==> src/rtl/tm_feedback_issuer_pkg.sv <==
// Shared types and constants for the Tsetlin-machine feedback issuer: feedback type codes,
// FSM state encoding and the 16-bit Galois LFSR definition.
package tm_pkg;

  localparam logic FB_TYPE_I  = 1'b0;
  localparam logic FB_TYPE_II = 1'b1;

  localparam int          LFSR_W    = 16;
  // Galois tap mask for x^16 + x^14 + x^13 + x^11 + 1 (right-shifting form).
  localparam logic [15:0] LFSR_POLY = 16'hB400;

  typedef enum logic [1:0] {
    S_IDLE   = 2'd0,
    S_ISSUE  = 2'd1,
    S_FINISH = 2'd2
  } state_t;

  function automatic logic [LFSR_W-1:0] lfsr_next(input logic [LFSR_W-1:0] s);
    return s[0] ? ((s >> 1) ^ LFSR_POLY) : (s >> 1);
  endfunction

endpackage

==> src/rtl/tm_lfsr16.sv <==
// 16-bit Galois LFSR that advances once per step; reusable by other feedback blocks.
module tm_lfsr16
  import tm_pkg::*;
#(
  parameter logic [15:0] SEED = 16'hACE1
) (
  input  logic        clk,
  input  logic        rst,
  input  logic        step,
  output logic [15:0] state
);

  always_ff @(posedge clk) begin
    if (rst)       state <= SEED;
    else if (step) state <= lfsr_next(state);
  end

endmodule

==> src/rtl/tm_feedback_issuer.sv <==
// Walks all clauses after a start pulse and streams per-clause feedback decisions (enable + type).
// Optional macro TM_FB_COUNT_EN adds the fb_count output (handshakes with fb_en=1 in the pass).
module tm_feedback_issuer
  import tm_pkg::*;
#(
  parameter int          T_WIDTH     = 8,
  parameter int          NUM_CLAUSES = 16,
  parameter int          CIDX_W      = 4,
  parameter logic [15:0] LFSR_SEED   = 16'hACE1
) (
  input  logic               clk,
  input  logic               rst,
  input  logic               start,
  input  logic [T_WIDTH:0]   T,
  input  logic [T_WIDTH:0]   q,
  input  logic [T_WIDTH-1:0] d,
  output logic               out_valid,
  input  logic               out_ready,
  output logic [CIDX_W-1:0]  out_cidx,
  output logic               out_fb_en,
  output logic               out_fb_type,
  output logic               busy,
  output logic               done
`ifdef TM_FB_COUNT_EN
  ,
  output logic [CIDX_W:0]    fb_count
`endif
);

  localparam int PW = 2 * T_WIDTH + 1;

  state_t             state;
  logic [T_WIDTH:0]   t_lat;
  logic [T_WIDTH:0]   q_lat;
  logic [T_WIDTH-1:0] d_lat;
  logic [15:0]        lfsr_q;
  logic [15:0]        lfsr_n;
  logic               hs;
  logic               last;

  // Full-width product so r*T never wraps; d/T is the resulting enable probability.
  function automatic logic fb_decide(input logic [15:0] s, input logic [T_WIDTH:0] t,
                                     input logic [T_WIDTH-1:0] dv);
    logic [PW-1:0] prod;
    logic [PW-1:0] thr;
    prod = {{(T_WIDTH+1){1'b0}}, s[T_WIDTH-1:0]} * {{T_WIDTH{1'b0}}, t};
    thr  = {1'b0, dv, {T_WIDTH{1'b0}}};
    if (t == '0)             return 1'b0;
    else if ({1'b0, dv} >= t) return 1'b1;
    else                     return prod < thr;
  endfunction

  // Even index = positive clause; q selects which polarity gets Type I.
  function automatic logic fb_type_of(input logic idx_odd, input logic q_nz);
    if (q_nz) return idx_odd ? FB_TYPE_II : FB_TYPE_I;
    else      return idx_odd ? FB_TYPE_I  : FB_TYPE_II;
  endfunction

  assign hs     = out_valid && out_ready && (state == S_ISSUE);
  assign last   = (out_cidx == CIDX_W'(NUM_CLAUSES - 1));
  assign lfsr_n = lfsr_next(lfsr_q);

  tm_lfsr16 #(.SEED(LFSR_SEED)) u_lfsr (
    .clk   (clk),
    .rst   (rst),
    .step  (hs),
    .state (lfsr_q)
  );

  always_ff @(posedge clk) begin
    if (rst) begin
      state       <= S_IDLE;
      out_valid   <= 1'b0;
      out_cidx    <= '0;
      out_fb_en   <= 1'b0;
      out_fb_type <= 1'b0;
      busy        <= 1'b0;
      done        <= 1'b0;
    end else begin
      case (state)
        S_IDLE: begin
          done <= 1'b0;
          if (start) begin
            t_lat       <= T;
            q_lat       <= q;
            d_lat       <= d;
            out_cidx    <= '0;
            out_valid   <= 1'b1;
            busy        <= 1'b1;
            out_fb_en   <= fb_decide(lfsr_q, T, d);
            out_fb_type <= fb_type_of(1'b0, |q);
            state       <= S_ISSUE;
          end
        end
        S_ISSUE: begin
          if (hs) begin
            if (last) begin
              out_valid <= 1'b0;
              busy      <= 1'b0;
              done      <= 1'b1;
              state     <= S_FINISH;
            end else begin
              // Next decision uses the post-step LFSR value so there is no bubble.
              out_cidx    <= out_cidx + CIDX_W'(1);
              out_fb_en   <= fb_decide(lfsr_n, t_lat, d_lat);
              out_fb_type <= fb_type_of(~out_cidx[0], |q_lat);
            end
          end
        end
        S_FINISH: begin
          done  <= 1'b0;
          state <= S_IDLE;
        end
        default: state <= S_IDLE;
      endcase
    end
  end

`ifdef TM_FB_COUNT_EN
  always_ff @(posedge clk) begin
    if (rst)                           fb_count <= '0;
    else if (state == S_IDLE && start) fb_count <= '0;
    else if (hs && out_fb_en)          fb_count <= fb_count + (CIDX_W+1)'(1);
  end
`endif

endmodule

==> config.mk <==
export PLATFORM = sky130hd
export DESIGN_NAME = tm_feedback_issuer
export DESIGN_NICKNAME = d
export VERILOG_FILES = /design/src/rtl/tm_feedback_issuer_pkg.sv /design/src/rtl/tm_lfsr16.sv /design/src/rtl/tm_feedback_issuer.sv
export SDC_FILE = /design/constraint.sdc
export NUM_CORES = 1
export LEC_CHECK = 0
export CAP_MARGIN = 20
export CORE_MARGIN = 1.5
export CORE_UTILIZATION = 56
export CTS_CLUSTER_DIAMETER = 80
export CTS_CLUSTER_SIZE = 25
export DETAILED_ROUTE_END_ITERATION = 6
export GPL_ROUTABILITY_DRIVEN = 0
export PLACE_DENSITY = 0.85
export SLEW_MARGIN = 0
export SYNTH_ARGS = -nofsm -noshare
export SYNTH_HDL_FRONTEND = slang
export SYNTH_SLANG_ARGS = --single-unit
export TNS_END_PERCENT = 100
==> constraint.sdc <==
create_clock -name clk -period 7.2 [get_ports clk]
set_clock_uncertainty 0.2 [all_clocks]
set_input_delay 1.44 -clock clk [delete_from_list [all_inputs] [get_ports clk]]
set_output_delay 1.44 -clock clk [all_outputs]
set_load 0.02 [all_outputs]
==> results.json, run 1 <==
{
  "portBuffers": 38,
  "ys_types": 54,
  "final_cell_mix": "166 x inv_1, 101 x and2_1, 98 x ha_1",
  "initial_core_util": 0.581,
  "leakage_nw": 4.00,
  "synth_edf_count": 26,
  "cts-root-buf": "clkbuf_16",
  "grt_first_pass_wirelength_um": 26600,
  "cts.sinks": 52,
  "slew_headroom": 0.378,
  "fin_nets": 1052,
  "async_reset_ff_frac": 0,
  "row_count": 40,
  "first_pass_iters": 5,
  "end_kind": "register",
  "powerDensity_mw_per_mm2": 174,
  "fp.coreArea_mm2": 0.0122,
  "fin_crit_sh": 0.969,
  "criticalPathCategory": "in -> reg",
  "drt_iter0_drc": 282,
  "outcome": "completed",
  "h-tree-depth": 2,
  "cpMaxStageDelayCell": "fa_1",
  "reg2reg_to": "out_fb_en",
  "hold_viol_final": 0,
  "reg2regPathDepth": 22,
  "path_depth": 24,
  "yosysSeqAreaShare": 0.183,
  "io_pins": 39,
  "wirelength_um": 15800,
  "hold_path.class": "reg -> reg",
  "cp_top_family": "adder cells",
  "route.detailed.drc": 0,
  "tritoncts": "yes",
  "drive_above_1_share": 0.0689,
  "cp.required_ps": 7210,
  "cap_violations": 0,
  "antennaDiodeCount": 0,
  "die_area_mm2": 0.0134,
  "avgRoutedWirePerCell_um": 15.6,
  "synth_seq_cells": 52,
  "post-route-min-period_ps": 6980,
  "overflow": 0,
  "power_w": 0.00139,
  "hpwl_um": 12100,
  "crit_start": "T[0]",
  "avgSynthCellArea_um2": 8.90,
  "tightest_slew_ps": 930,
  "cts_made_buffers": 5,
  "setup_slack_ps": 220,
  "syn_nets": 1009,
  "clk_latency_ps": 300,
  "vias_per_cell": 5.40,
  "areaGrowthSynthToFinish_pct": 12.6,
  "timing.rr.start": "u_lfsr.state[3]",
  "vias": 5456,
  "setup_viol": 0,
  "synthCells": 798,
  "final_common_cell": "inv_1",
  "yosysWarnings": 0,
  "antenna_left": 0,
  "antenna_found_initial": 0,
  "regToRegSetupSlack_ps": 800,
  "clockBufferDepth": 2,
  "fmax_mhz": 143,
  "cp.arrival_ps": 6990,
  "synth_flop_cell": "edfxtp_1",
  "ir_drop_mv": 0.133,
  "grt_util_all_layers": 0.256,
  "crit_fanout": 4,
  "die_y_um": 116,
  "path_clk_slew_ps": 70,
  "cp-start-kind": "input port",
  "grt_pass1_vias": 5631,
  "report.final.slew_viol_count": 0,
  "dp_slack_ps": -338,
  "path_cells": "clkdlybuf4s50_1 > nand2_1 > fa_1 > fa_1 > inv_1 > fa_1 > inv_1 > fa_1 > inv_1 > ha_4 > a21o_1 > a22oi_2 > nand2_1 > o21ai_1 > nor2b_2 > xnor2_1 > ha_1 > a21o_1 > a21o_1 > a2111oi_4 > inv_1 > o221ai_2 > nand4b_1 > a211oi_2",
  "grt_max_degree": 28,
  "synth_area_mm2": 0.00710,
  "die_w_um": 116,
  "path_buf_inv": 5,
  "critPathCapture": "out_fb_en",
  "max_stage_delay_ps": 550
}
-- worst min path at each step --
stage,startpoint,endpoint,slack [ps],depth (start not counted)
3_5_place_dp,u_lfsr.state[9],u_lfsr.state[9],250,2
2_1_floorplan,u_lfsr.state[9],u_lfsr.state[8],230,2
6_report,u_lfsr.state[15],u_lfsr.state[14],260,2
4_1_cts,u_lfsr.state[9],u_lfsr.state[9],270,2
5_1_grt,u_lfsr.state[15],u_lfsr.state[14],290,2
3_3_place_gp,u_lfsr.state[10],u_lfsr.state[9],240,2
-- state kept, by name, indices dropped and copies added, names as in the netlist --
signal and flops:
q_lat 9, t_lat 9, out_cidx 4, state 2
out_fb_type 1, done 1, d_lat 8, busy 1
u_lfsr.state 16, out_fb_en 1
-- cell usage after synthesis, types with 5 or more instances --
master	count	area, um^2
a21o_1	12	90.1
a21oi_1	26	130
a31oi_1	8	50.1
and2_1	101	632
and2_2	5	37.5
clkbuf_1	29	109
dfxtp_1	26	521
edfxtp_1	26	781
fa_1	82	1640
ha_1	99	1240
inv_1	166	623
nand2_1	70	263
nand3_1	10	50.1
nand3b_1	6	45.0
nor2_1	21	78.8
nor3_1	16	80.1
o21ai_0	12	60.1
xnor2_1	17	149
xor2_1	5	43.8
-- kinds of logic after synthesis --
kind of cell | count (synthesis) | share of synthesized area
DFF | 52 | 0.183
xor gates and xnor gates | 22 | 0.0271
buffers and inverters | 198 | 0.106
and+or+nand+nor | 258 | 0.195
AOI/OAI and AO/OA | 87 | 0.0821
adders and majority gates | 181 | 0.406
-- worst register-to-register path, delay by kind of cell, from the launching register on --
family          cells  cell delay, ps
fa+ha+maj           6            2430
compound gates      9            2210
flops               1             750
buf+inv             4             410
simple gates        2             190
xor+xnor            1             120
-- final cells by class --
cell class              count  area [um^2]
clock buffers               5          125
clock inverters             3         26.3
fillers                   993         4220
inverters                 166          623
multi-input cells         548         5100
flip-flops and latches     52         1300
well taps                 168          210
repair buffers             68          611
-- report_power, final --
part	switching [W]	internal [W]
logic	0.000418	0.000386
clock network	0.000114	0.000132
registers	0.0000168	0.000324
total	0.000549	0.000843
-- through the flow --
| stage | util | TNS, ps | cell area [um^2] | instances | hold slack [ps] |
|---|---|---|---|---|---|
| after global placement | 0.637 | -238 | 7780 | 1001 | 238 |
| after CTS | 0.650 | 0 | 7930 | 1009 | 265 |
| after floorplan | - | 0 | 7100 | 798 | 232 |
| after global routing | 0.655 | -58.1 | 7990 | 1010 | 290 |
| after detailed placement | 0.637 | -338 | 7780 | 1001 | 255 |
| final | 0.655 | 0 | 7990 | 1010 | 261 |
-- metal layers --
metal  global-route usage  part of all wire  vias up
met5                    0                 0        -
li1                     -                 -     2615
met3               0.0230             0.056       26
met1                0.331              0.41     2667
met4               0.0872             0.021        0
met2                0.451              0.51      148
-- what timing repair did --
item                                    4_1_cts  5_1_grt
gates resized for setup                       5       11
pin swaps                                     0        4
hold buffers                                  0        0
buffers inserted                              0        1
endpoints found under the setup margin        1        1
Note: power is estimated with default switching activity, not from simulation.
==> run 2: changes to the inputs <==
--- a/config.mk
+++ b/config.mk
@@ -5,7 +5,7 @@
 export SDC_FILE = /design/constraint.sdc
 export NUM_CORES = 1
 export LEC_CHECK = 0
-export CAP_MARGIN = 20
+export CORE_ASPECT_RATIO = 1.5
 export CORE_MARGIN = 1.5
 export CORE_UTILIZATION = 56
 export CTS_CLUSTER_DIAMETER = 80
==> run 2 against run 1 <==
Sequential cell count unchanged; non-clock buffer count grew 4; wire length rose by 1.4%; clock power up 6%; global-route usage increased by 0.19 points; critical path depth unchanged; first-iteration DRC count rose by 3.9%; sequential power is essentially flat; worst setup slack improved by 48 ps; count of clock-buffer cells in the layout grew 1; die area grew 0.10%; largest cell class unchanged; largest power group unchanged; highest routed layer unchanged.
==> results.json, run 2 (synthesis gave the netlist of run 1 again) <==
{
  "outcome": "completed",
  "reg.largest.list": "u_lfsr.state: 16 flops, q_lat: 9 flops, t_lat: 9 flops",
  "hold_viol_final": 0,
  "powerDensity_mw_per_mm2": 172,
  "antenna_left": 0,
  "largest_reg_flops": 16,
  "areaGrowthSynthToFinish_pct": 12.8,
  "drive_above_1_share": 0.0709,
  "cp-start-kind": "input port",
  "power_w": 0.00138,
  "grt_util_all_layers": 0.258,
  "cap_violations": 0,
  "final_area_mm2": 0.00801,
  "fp.coreArea_mm2": 0.0124,
  "clockBufferDepth": 2,
  "cts-root-buf": "clkbuf_16",
  "crit_fanout": 4,
  "criticalPathCategory": "in -> reg",
  "fin_util": 0.643,
  "grt_first_pass_wirelength_um": 26800,
  "top_register": "u_lfsr.state",
  "vias": 5617,
  "die_y_um": 141,
  "initial_core_util": 0.570,
  "final_common_cell": "inv_1",
  "multi_input_area_mm2": 0.00508,
  "register_area_mm2": 0.00130,
  "grt_max_degree": 28,
  "grt_pass1_vias": 5808,
  "cts.sinks": 52,
  "hold_path.class": "reg -> reg",
  "io_pins": 39,
  "die_w_um": 94.9,
  "path_clk_slew_ps": 70,
  "fin_crit_sh": 0.963,
  "route.detailed.drc": 0,
  "fin_tns_setup_ps": 0,
  "final_cell_mix": "166 x inv_1, 101 x and2_1, 98 x ha_1",
  "fin_nets": 1056,
  "antennaDiodeCount": 0,
  "avgRoutedWirePerCell_um": 15.9,
  "report.final.slew_viol_count": 0,
  "antenna_found_initial": 0,
  "die_area_mm2": 0.0134,
  "end_kind": "register",
  "dp_slack_ps": -416,
  "cp.required_ps": 7210,
  "ir_drop_mv": 0.143,
  "post-route-min-period_ps": 6930,
  "wirelength_um": 16000,
  "leakage_nw": 4.04,
  "setup_slack_ps": 269,
  "vias_per_cell": 5.61,
  "cts_made_buffers": 5,
  "row_count": 50,
  "tritoncts": "yes",
  "cp.arrival_ps": 6940,
  "clk_latency_ps": 290,
  "portBuffers": 38,
  "dpl-instance-area_mm2": 0.00780,
  "hpwl_um": 12600,
  "final.fill_count": 965,
  "setup_viol": 0,
  "cts_setup_buffers": 0,
  "first_pass_iters": 5,
  "tightest_slew_ps": 911,
  "drt_iter0_drc": 293,
  "slew_headroom": 0.390,
  "fmax_mhz": 144,
  "overflow": 0,
  "h-tree-depth": 2
}
run 2: cell type report:
type	instances	area share
timing repair buffer	72	0.0800
multi-input combinational	548	0.635
tap	156	0.0244
inverter	166	0.0778
clock inverter	2	0.00203
sequential	52	0.162
clock buffer	6	0.0187
run 2: worst paths after layout:
check                   startpoint          endpoint  slack (ps)  cells after the start
setup / recovery              T[0]         out_fb_en         270                     24
hold / removal    u_lfsr.state[15]  u_lfsr.state[14]         260                      2
setup reg to reg   u_lfsr.state[3]         out_fb_en         860                     21
hold reg to reg   u_lfsr.state[15]  u_lfsr.state[14]         260                      2
run 2: report_power, final:
| part | internal [W] | switching [W] |
|---|---|---|
| Clock | 0.000152 | 0.000108 |
| Combinational | 0.000368 | 0.000407 |
| Sequential | 0.000325 | 0.0000166 |
| Total | 0.000844 | 0.000532 |
run 2: timing repair:
action | in CTS | in global routing
hold buffers | 0 | 0
gates cloned | 0 | 0
endpoints found under the hold margin | 0 | 0
setup endpoints to repair | 1 | 1
gates resized for setup | 4 | 10
pin swaps | 0 | 9
run 2: stage by stage:
stage / std cells / hold WS [ps]
floorplan: 798 / 232
global placement: 994 / 239
detailed placement: 994 / 246
CTS: 1002 / 256
global route: 1002 / 267
finish: 1002 / 255
run 2: routing by layer:
metal,share of wire,global-route usage
met1,0.37,0.293
met2,0.55,0.481
met3,0.034,0.0151
met4,0.047,0.115
met5,0,0
run 2: critical path: stages:
cell and delay [ps]:
clkdlybuf4s50_1 470, nand2_1 80, fa_1 510, fa_1 540
inv_1 60, fa_1 530, inv_1 60, fa_1 520
inv_1 60, ha_4 250, a21o_1 170, a22oi_2 180
nand2_1 90, o21ai_1 130, nor2b_4 150, xnor2_1 120
ha_1 260, a21o_1 180, a21o_1 190, a2111oi_2 330
inv_1 100, o221ai_2 160, nand4b_1 150, a211oi_2 190
==> run 3: changes to the inputs <==
--- a/config.mk
+++ b/config.mk
@@ -13,6 +13,7 @@
 export DETAILED_ROUTE_END_ITERATION = 6
 export GPL_ROUTABILITY_DRIVEN = 0
 export PLACE_DENSITY = 0.85
+export SKIP_LAST_GASP = 1
 export SLEW_MARGIN = 0
 export SYNTH_ARGS = -nofsm -noshare
 export SYNTH_HDL_FRONTEND = slang
==> results of run 3 <==
Same layout as run 2: the final DEF is identical, and so are final timing and power.
